$ cat src/rtl/vfifo_mq_ctrl.sv
// Multi-queue controller: carves one simple dual-port RAM into 2^CH_BITS
// equal-size FIFO regions and drives its write enable and both addresses.
module vfifo_mq_ctrl #(
  parameter int ADDR_WIDTH = 8,
  parameter int CH_BITS    = 2
) (
  input  logic                             clk,
  input  logic                             rst_n,
  input  logic                             wr_en,
  input  logic [CH_BITS-1:0]               wr_ch,
  input  logic                             rd_en,
  input  logic [CH_BITS-1:0]               rd_ch,
  output logic                             ram_we_a,
  output logic [ADDR_WIDTH-1:0]            ram_adr_a,
  output logic [ADDR_WIDTH-1:0]            ram_adr_b,
  output logic                             rd_valid,
  output logic [CH_BITS-1:0]               rd_ch_q,
  output logic [(1<<CH_BITS)-1:0]          full,
  output logic [(1<<CH_BITS)-1:0]          empty,
  input  logic [CH_BITS-1:0]               lvl_ch,
  output logic [ADDR_WIDTH-CH_BITS:0]      lvl,
  output logic                             ovf,
  output logic                             udf
);

  localparam int NCH = 1 << CH_BITS;
  localparam int PW  = ADDR_WIDTH - CH_BITS;
  localparam logic [PW:0] PTR_ONE = 1;

  // Pointers carry one extra wrap bit so full and empty are distinguishable.
  logic [PW:0]    r_wptr [NCH];
  logic [PW:0]    r_rptr [NCH];
  logic [NCH-1:0] w_full;
  logic [NCH-1:0] w_empty;
  logic           w_wr_acc;
  logic           w_rd_acc;

  // NOTE: every signal written in an always_comb is assigned on every path,
  // so no latch can be inferred.
  always_comb begin
    for (int c = 0; c < NCH; c++) begin
      w_empty[c] = (r_wptr[c] == r_rptr[c]);
      w_full[c]  = (r_wptr[c][PW-1:0] == r_rptr[c][PW-1:0]) &&
                   (r_wptr[c][PW] != r_rptr[c][PW]);
    end
  end

  assign full  = w_full;
  assign empty = w_empty;

  // Each request is judged against the current flags only, so a same-channel
  // write/read pair needs no special casing.
  assign w_wr_acc = rst_n & wr_en & ~w_full[wr_ch];
  assign w_rd_acc = rst_n & rd_en & ~w_empty[rd_ch];

  assign ram_we_a  = w_wr_acc;
  assign ram_adr_a = {wr_ch, r_wptr[wr_ch][PW-1:0]};
  assign ram_adr_b = {rd_ch, r_rptr[rd_ch][PW-1:0]};

  assign lvl = r_wptr[lvl_ch] - r_rptr[lvl_ch];

  // NOTE: state registers use non-blocking assignments so every flop samples
  // pre-edge values regardless of statement order.
  // NOTE: only the pointer bank is reset; the RAM contents are left alone
  // because emptiness is decided solely by the pointers.
  always_ff @(posedge clk or negedge rst_n) begin
    if (!rst_n) begin
      for (int c = 0; c < NCH; c++) begin
        r_wptr[c] <= '0;
        r_rptr[c] <= '0;
      end
    end else begin
      if (w_wr_acc) r_wptr[wr_ch] <= r_wptr[wr_ch] + PTR_ONE;
      if (w_rd_acc) r_rptr[rd_ch] <= r_rptr[rd_ch] + PTR_ONE;
    end
  end

  always_ff @(posedge clk or negedge rst_n) begin
    if (!rst_n) begin
      rd_valid <= 1'b0;
      rd_ch_q  <= '0;
      ovf      <= 1'b0;
      udf      <= 1'b0;
    end else begin
      rd_valid <= w_rd_acc;
      rd_ch_q  <= rd_ch;
      ovf      <= wr_en & w_full[wr_ch];
      udf      <= rd_en & w_empty[rd_ch];
    end
  end

endmodule
$ cat config.mk
export PLATFORM = sky130hd
export DESIGN_NAME = vfifo_mq_ctrl
export DESIGN_NICKNAME = d
export VERILOG_FILES = /design/src/rtl/vfifo_mq_ctrl.sv
export SDC_FILE = /design/constraint.sdc
export NUM_CORES = 1
export LEC_CHECK = 0
export CAP_MARGIN = 20
export CORE_MARGIN = 2
export CORE_UTILIZATION = 23
export DETAILED_ROUTE_END_ITERATION = 10
export PLACE_DENSITY = 0.43
export SYNTH_ARGS = -nofsm -noshare
export SYNTH_HDL_FRONTEND = slang
export SYNTH_SLANG_ARGS = --single-unit
$ cat constraint.sdc
create_clock -name clk -period 3.5 [get_ports clk]
set_clock_uncertainty 0.1 [all_clocks]
set_input_delay 0.525 -clock clk [delete_from_list [all_inputs] [get_ports clk]]
set_output_delay 0.525 -clock clk [all_outputs]
set_load 0.02 [all_outputs]
* After elaboration in Yosys (flattened, before gate mapping)
Index checks and enable logic that the tools add are counted.
Cells by class: add/subtract/negate cells 3, order comparisons 7, equal/unequal tests 12, multiplexer cells 22, bitwise gates (word level) 11, reductions and logical operators 6
Operators by type and width (count):
- two-way mux 7 bit | 10
- binary-select mux 7 bit (select 2 bit) | 4
- bitwise mux 28 bit | 2
- demux 7 bit (select 2 bit) | 2
- equality test 7 bit | 4
- equality test 6 bit | 4
- adder 7 x 1 -> 7 bit, second input constant | 2
- >= comparator 3 bit, second input constant | 3
- NOT 2 -> 3 bit | 3
- subtractor 7 bit | 1
- bitwise AND 1 bit | 6
- logical AND 1 bit | 6
- < comparator 2 x 3 -> 1 bit, second input constant | 2
- < comparator 3 x 1 -> 1 bit, second input constant | 2
- binary-select mux 1 bit (select 2 bit) | 2
- inequality test 1 bit | 4
- two-way mux 1 bit | 2
- NOT 1 bit | 2
Storage, ports and cells: register bits after elaboration 61, bits of input ports 10, output and inout bits 37, logic and storage cells 73

* Depth between registers and ports, before layout
Gate-level depths: netlist of the first run.
depth after elaboration 6, gate-level depth with buffers 12, gate-level depth less buffers 11

* Worst setup path after synthesis of the first run
OpenSTA, ideal clock, no wires.
path kind input -> output, start input lvl_ch[0], end output lvl[6], arrival time 2741 ps, required time 2875 ps, setup slack 134 ps, stages 12, buffers on the path 1, path through buf_2 mux4_2 inv_1 ha_1 inv_1 fa_1 a21oi_1 nor2_1 nor2_1 o21bai_1 a21oi_1 xnor2_1
On the way: longest elaborated chain between the ends 5, elaborated cells between the ends (all ways) 8, classes of those cells 1 x add/sub; 6 x mux; 1 x bitwise
Ends and longest elaborated chain:
- from (decl) | RTL line 20 | input logic [CH_BITS-1:0] lvl_ch,
- NOT 2 -> 3 bit (not written as such) (*) | RTL line 60 | assign lvl = r_wptr[lvl_ch] - r_rptr[lvl_ch];
- binary-select mux 7 bit (select 2 bit) | RTL line 60
- two-way mux 7 bit (not written as such) (2 in a row) | RTL line 60
- subtractor 7 bit (*) | RTL line 60
- to (decl) | RTL line 21 | output logic [ADDR_WIDTH-CH_BITS:0] lvl,
Every way passes the cells marked *; elsewhere a longest branch is shown, timed or not. The select of a mux whose other input is x is not followed.

* Final worst setup path of the first run
start register r_wptr[0] in the netlist's numbering, end output lvl[6]
On the way: longest elaborated chain between the ends 4
Ends and longest elaborated chain:
- from (decl) | RTL line 31 | logic [PW:0] r_wptr [NCH];
- from (signal, indexed assignment) | RTL line 73 | if (w_wr_acc) r_wptr[wr_ch] <= r_wptr[wr_ch] + PTR_ONE;
- binary-select mux 7 bit (select 2 bit) | RTL line 60
- two-way mux 7 bit (not written as such) (2 in a row) | RTL line 60
- subtractor 7 bit | RTL line 60
Every way passes these cells. The select of a mux whose other input is x is not followed.

==> results.yml, run 1 <==
place:
  io_buffers: 46
  hpwl_microns: 8550
  post-place-ws_ns: -0.761
  gp_congestion: 0.801
floorplan:
  die_w_microns: 133
  coreArea_sq_um: 16400
  start_util_pct: 23.2
  die-area_sq_um: 17600
  rows: 47
  ioPinCount: 47
  die_h_microns: 133
cts:
  root_buffer: "clkbuf_16"
  cts.sinks: 61
  cts_tree: "done"
  cts_buffer_depth: 2
  cts_buffers: 9
  cts.htree.levels: 3
  clk_pin_slew_ns: 0.05
  clk_latency_ns: 0.33
power:
  leakage_nw: 2.24
  power.density_nw_per_um2: 847
  vdd_drop_max_mv: 0.690
timing:
  tns_ns: 0
  hold_slack_ns: 0.469
  slew_headroom_pct: 53.4
  period_share_pct: 95.0
  setup_viol: 0
  tightest_slew_ns: 0.697
  hold_viol_final: 0
  slew_violations: 0
  min_period_ns: 3.32
  rsz0062_at_grt: "false"
  setup_ws_ns: 0.177
  max_freq_mhz: 301
synth:
  syn_area_per_cell_sq_um: 13.4
  netlist_instances: 285
  synth_warnings: 0
  synth_mux_area_share_pct: 31.7
  syn_nets: 304
  yosys.area_share.simple_pct: 9.63
  ys_ff_latch: 61
  synth_cell_type_count: 31
  synthXorXnorAreaFrac_pct: 9.89
  synth.cell_area_sq_um: 3810
  synth_top_family_by_area: "multiplexers"
  synth-compound-area-share_pct: 2.17
  ys_seq_area_share_pct: 40.1
  synthAdderAreaFrac_pct: 3.15
detailed_routing:
  drt_iter0_markers: 103
  antenna_left: 0
  wirelength_microns: 10800
  routedWlPerCell_microns: 17.9
  drcViolationCount: 0
  vias: 2602
  via_per_inst: 4.29
  drt-pass1-iter-count: 4
layout:
  final_cell_mix: "dfrtp_1, mux2_2, buf_4"
  regArea_sq_um: 1530
  synthToLayoutAreaGrowth_pct: 37.8
  drive_gt1_share_pct: 42.0
  antenna_cells: 0
  multi_input_area_sq_um: 2190
  final_net_count: 400
  final_common_cell: "dfrtp_1"
  fillers: 1632
global_route:
  antenna_found_initial: 0
  grt_pass1_wl_microns: 17000
  grt_pass1_vias: 2850
  grt-ovfl-total: 0
  grt_max_degree: 40
  grt_use_total_pct: 12.9
critical_path:
  arrival_ns: 2.70
  cp_max_fo: 2
  path_class: "flop to primary output"
  cp-start-kind: "flop"
  required_ns: 2.87
  endpoint_kind: "primary output"
status:
  status: "complete, no violations"
hold_path:
  min_path_type: "flop to flop"
job:
  maxCapViolations: 0
==> cell type report <==
cell class	instances	area share [%]
Tap cell	220	5.25
Multi-Input combinational cell	200	41.8
Sequential cell	61	29.1
Clock inverter	3	1.24
Clock buffer	13	5.34
Inverter	14	1.00
Timing Repair Buffer	95	16.3
==> timing repair <==
item | 4_1_cts | 5_1_grt
hold endpoints to repair | 4 | 0
pin swaps | 3 | 6
buffers inserted | 0 | 1
hold buffers | 1 | 0
cloned | 0 | 0
gates resized for setup | 21 | 8
endpoints found under the setup margin | 6 | 5
==> synth_stat cells <==
library cell | instances | area, sq um
and2_1 | 2 | 12.5
nor2_2 | 1 | 6.26
nand4_1 | 4 | 25.0
o21bai_1 | 2 | 15.0
nor2_1 | 15 | 56.3
nand3_2 | 2 | 20.0
clkbuf_4 | 1 | 7.51
mux4_2 | 25 | 563
dfrtp_1 | 61 | 1530
nor3_2 | 2 | 20.0
nand3_1 | 3 | 15.0
nand2_2 | 1 | 6.26
nor3b_2 | 2 | 25.0
mux2_2 | 48 | 541
buf_2 | 2 | 10.0
nor4b_4 | 2 | 47.6
buf_4 | 4 | 30.0
xnor2_1 | 36 | 315
a21o_1 | 1 | 7.51
a21oi_1 | 12 | 60.1
clkbuf_1 | 1 | 3.75
mux4_1 | 4 | 105
xor2_1 | 7 | 61.3
fa_1 | 1 | 20.0
ha_1 | 8 | 100
nor4_4 | 2 | 42.5
nor3_1 | 8 | 40.0
buf_6 | 2 | 22.5
and2_4 | 1 | 8.76
inv_1 | 14 | 52.6
nand2_1 | 11 | 41.3
==> through the flow <==
stage                     cells  instance area (sq um)  power [mW]  utilization (%)
final                       606                   5250        4.44             32.0
after global placement      588                   4850        3.46             29.6
after CTS                   605                   5230        4.47             31.9
after global routing        606                   5250        4.71             32.0
after detailed placement    588                   4850        3.46             29.6
after floorplan             285                   3810        2.38                -
==> kinds of logic (layout without fill, tap and decap cells) <==
group / after synthesis / after routing
mux: 77 / 77
fa+ha+maj: 9 / 9
flops: 61 / 61
xor+xnor: 43 / 43
compound gates: 15 / 15
buf+inv: 24 / 125
simple gates: 56 / 56
==> sequential cells by signal, summed over array words and instances (netlist names) <==
name,cells
rd_valid,1
r_rptr,28
udf,1
rd_ch_q,2
r_wptr,28
ovf,1
==> final timing paths <==
kind	cells after the start	from	slack, ns	end
max	12	r_wptr[0]	0.18	lvl[6]
min reg2reg	1	r_rptr[20]	0.47	r_rptr[20]
min	1	r_rptr[20]	0.47	r_rptr[20]
max in group asynchronous	3	rst_n	2.00	r_rptr[26]
max reg2reg	8	r_wptr[0]	0.99	r_wptr[20]
min in group asynchronous	2	rst_n	0.50	rd_valid
==> power by group <==
part	internal [mW]	leakage, nW	switching [mW]	total, mW
sequential	0.884	0.797	0.177	1.06
combinational	1.21	1.27	1.16	2.37
clock	0.699	0.172	0.313	1.01
total	2.79	2.24	1.65	4.44
==> routing by layer <==
layer | routed length (microns) | up-vias | GRT usage [%]
li1 | - | 1235 | -
met1 | 5060 | 1330 | 16.8
met2 | 5420 | 26 | 21.8
met3 | 206 | 11 | 2.03
met4 | 156 | 0 | 4.60
met5 | 0 | - | 0
==> worst max-delay path, stage by stage, from the launching register on <==
cell,delay (ns)
dfrtp_1,0.37
mux4_2,0.47
inv_2,0.09
ha_4,0.12
inv_2,0.04
fa_2,0.40
a21oi_2,0.15
nor2_1,0.06
nor2_2,0.10
o21bai_1,0.08
a21oi_1,0.18
xnor2_1,0.13
buf_2,0.18
Power figures use the tool's default switching activity.
==> run 2, diff against run 1 <==
--- a/config.mk
+++ b/config.mk
@@ -10,6 +10,7 @@
 export CORE_UTILIZATION = 23
 export DETAILED_ROUTE_END_ITERATION = 10
 export PLACE_DENSITY = 0.43
+export SETUP_SLACK_MARGIN = 0.15
 export SYNTH_ARGS = -nofsm -noshare
 export SYNTH_HDL_FRONTEND = slang
 export SYNTH_SLANG_ARGS = --single-unit
==> run 2 against run 1 <==
Against the previous run: register-to-register slack better by 0.11 ns; critical path type is now input port to primary output; wire length up 3.6%; utilization down 0.22 points.
==> results.yml, run 2 (synthesized netlist as in run 1, its figures left out) <==
status:
  status: "complete, no violations"
global_route:
  antenna_found_initial: 0
  grt_max_degree: 35
  grt_pass1_wl_microns: 17700
  grt-ovfl-total: 0
  grt_use_total_pct: 13.4
  grt_pass1_vias: 2898
floorplan:
  ioPinCount: 47
  die_w_microns: 133
  die-area_sq_um: 17600
  rows: 47
  die_h_microns: 133
  start_util_pct: 23.2
  coreArea_sq_um: 16400
place:
  gp_congestion: 0.797
  hpwl_microns: 8860
  io_buffers: 46
layout:
  final_common_cell: "dfrtp_1"
  synthToLayoutAreaGrowth_pct: 36.9
  final_cell_mix: "dfrtp_1, buf_4, mux2_2"
  antenna_cells: 0
  drive_gt1_share_pct: 43.8
  reg_top3: "r_rptr x28, r_wptr x28, rd_ch_q x2"
  final_net_count: 404
  fin_util_pct: 31.8
timing:
  slew_violations: 0
  rsz0062_at_grt: "true"
  hold_viol_final: 0
  min_period_ns: 3.24
  max_freq_mhz: 309
  slew_headroom_pct: 52.8
  period_share_pct: 92.6
  setup_viol: 0
  tightest_slew_ns: 0.705
detailed_routing:
  drt_iter0_markers: 108
  vias: 2660
  routedWlPerCell_microns: 18.4
  drcViolationCount: 0
  via_per_inst: 4.36
  drt-pass1-iter-count: 4
  antenna_left: 0
  wirelength_microns: 11200
power:
  vdd_drop_max_mv: 0.635
  p_total_mw: 4.39
  power.density_nw_per_um2: 843
  leakage_nw: 2.22
cts:
  cts_tree: "done"
  cts_buffer_depth: 2
  clk_latency_ns: 0.33
  cts.sinks: 61
  cts.htree.levels: 3
  cts_buffers: 9
  root_buffer: "clkbuf_16"
  clk_pin_slew_ns: 0.06
  cts-hold-fix-buffers: 0
critical_path:
  critical_path.top_delay_family: "buffers and inverters"
  critPathMaxStageDelay_ns: 0.54
  arrival_ns: 2.62
  cp-start-kind: "input port"
  cp_max_fo: 6
  required_ns: 2.87
  endpoint_kind: "primary output"
  cpMaxStageDelayCell: "mux4_2"
  path_cells: "buf_2 -> buf_6 -> mux4_2 -> ha_1 -> a21o_1 -> a21oi_2 -> buf_4 -> xnor2_1 -> dlygate4sd2_1"
  path_buf_inv: 4
  path_class: "input port to primary output"
hold_path:
  min_path_type: "input port to asynchronous set/reset pin"
job:
  maxCapViolations: 0
## run 2: routing by layer
metal / part of all wire, % / global-route usage (%) / vias up
li1: - / - / 1245
met1: 45 / 17.7 / 1355
met2: 50 / 22.3 / 47
met3: 3.7 / 2.30 / 13
met4: 1.4 / 4.48 / 0
met5: 0 / 0 / -
## run 2: metrics by stage
step	setup TNS [ns]	cells	setup slack, ns	area [sq um]	hold WS (ns)
floorplan	0	285	0.232	3810	0.129
global placement	-3.30	592	-0.783	4850	0.456
detailed placement	-3.24	592	-0.772	4850	0.461
CTS	0	610	0.139	5190	0.261
global route	0	610	0.106	5210	0.269
finish	0	610	0.259	5210	0.238
## run 2: worst reg2reg max path, cell delays in order, from the launching register on
cell and delay (ns):
dfrtp_1 0.38, buf_4 0.15, mux4_1 0.66, ha_1 0.32
nand3_2 0.09, nor2_1 0.09, xor2_1 0.20, mux2_2 0.29
## run 2: final timing paths
check | start | endpoint | slack, ns | depth (start not counted)
setup reg to reg | r_wptr[21] | r_wptr[6] | 1.10 | 7
setup / recovery | lvl_ch[0] | lvl[3] | 0.26 | 9
hold reg to reg | r_rptr[20] | r_rptr[20] | 0.47 | 1
min in group clk | r_rptr[20] | r_rptr[20] | 0.47 | 1
max in group asynchronous | rst_n | r_wptr[25] | 2.70 | 2
hold / removal | rst_n | r_rptr[7] | 0.24 | 2
## run 2: final cells by class
cell class | count | area, sq um
multi-input cells | 200 | 2210
clock buffers | 10 | 239
flip-flops and latches | 61 | 1530
inverters | 14 | 52.6
well taps | 220 | 275
repair buffers | 99 | 848
fillers | 1660 | 11200
clock inverters | 6 | 62.6
## run 2: timing repair
action                     4_1_cts  5_1_grt
gates resized for setup         32        5
pin swaps                        8        8
setup buffers                    2        0
setup endpoints to repair        7        4
## run 2: where the power goes
part / total [mW] / switching [mW] / leakage [nW] / internal, mW
Clock: 0.902 / 0.334 / 0.140 / 0.567
Sequential: 1.07 / 0.189 / 0.797 / 0.883
Combinational: 2.42 / 1.18 / 1.28 / 1.24
==> run 3, diff against run 2 <==
--- a/config.mk
+++ b/config.mk
@@ -5,7 +5,6 @@
 export SDC_FILE = /design/constraint.sdc
 export NUM_CORES = 1
 export LEC_CHECK = 0
-export CAP_MARGIN = 20
 export CORE_MARGIN = 2
 export CORE_UTILIZATION = 23
 export DETAILED_ROUTE_END_ITERATION = 10
==> results of run 3 <==
Same layout as run 2: the final DEF is identical, and so are final timing and power.
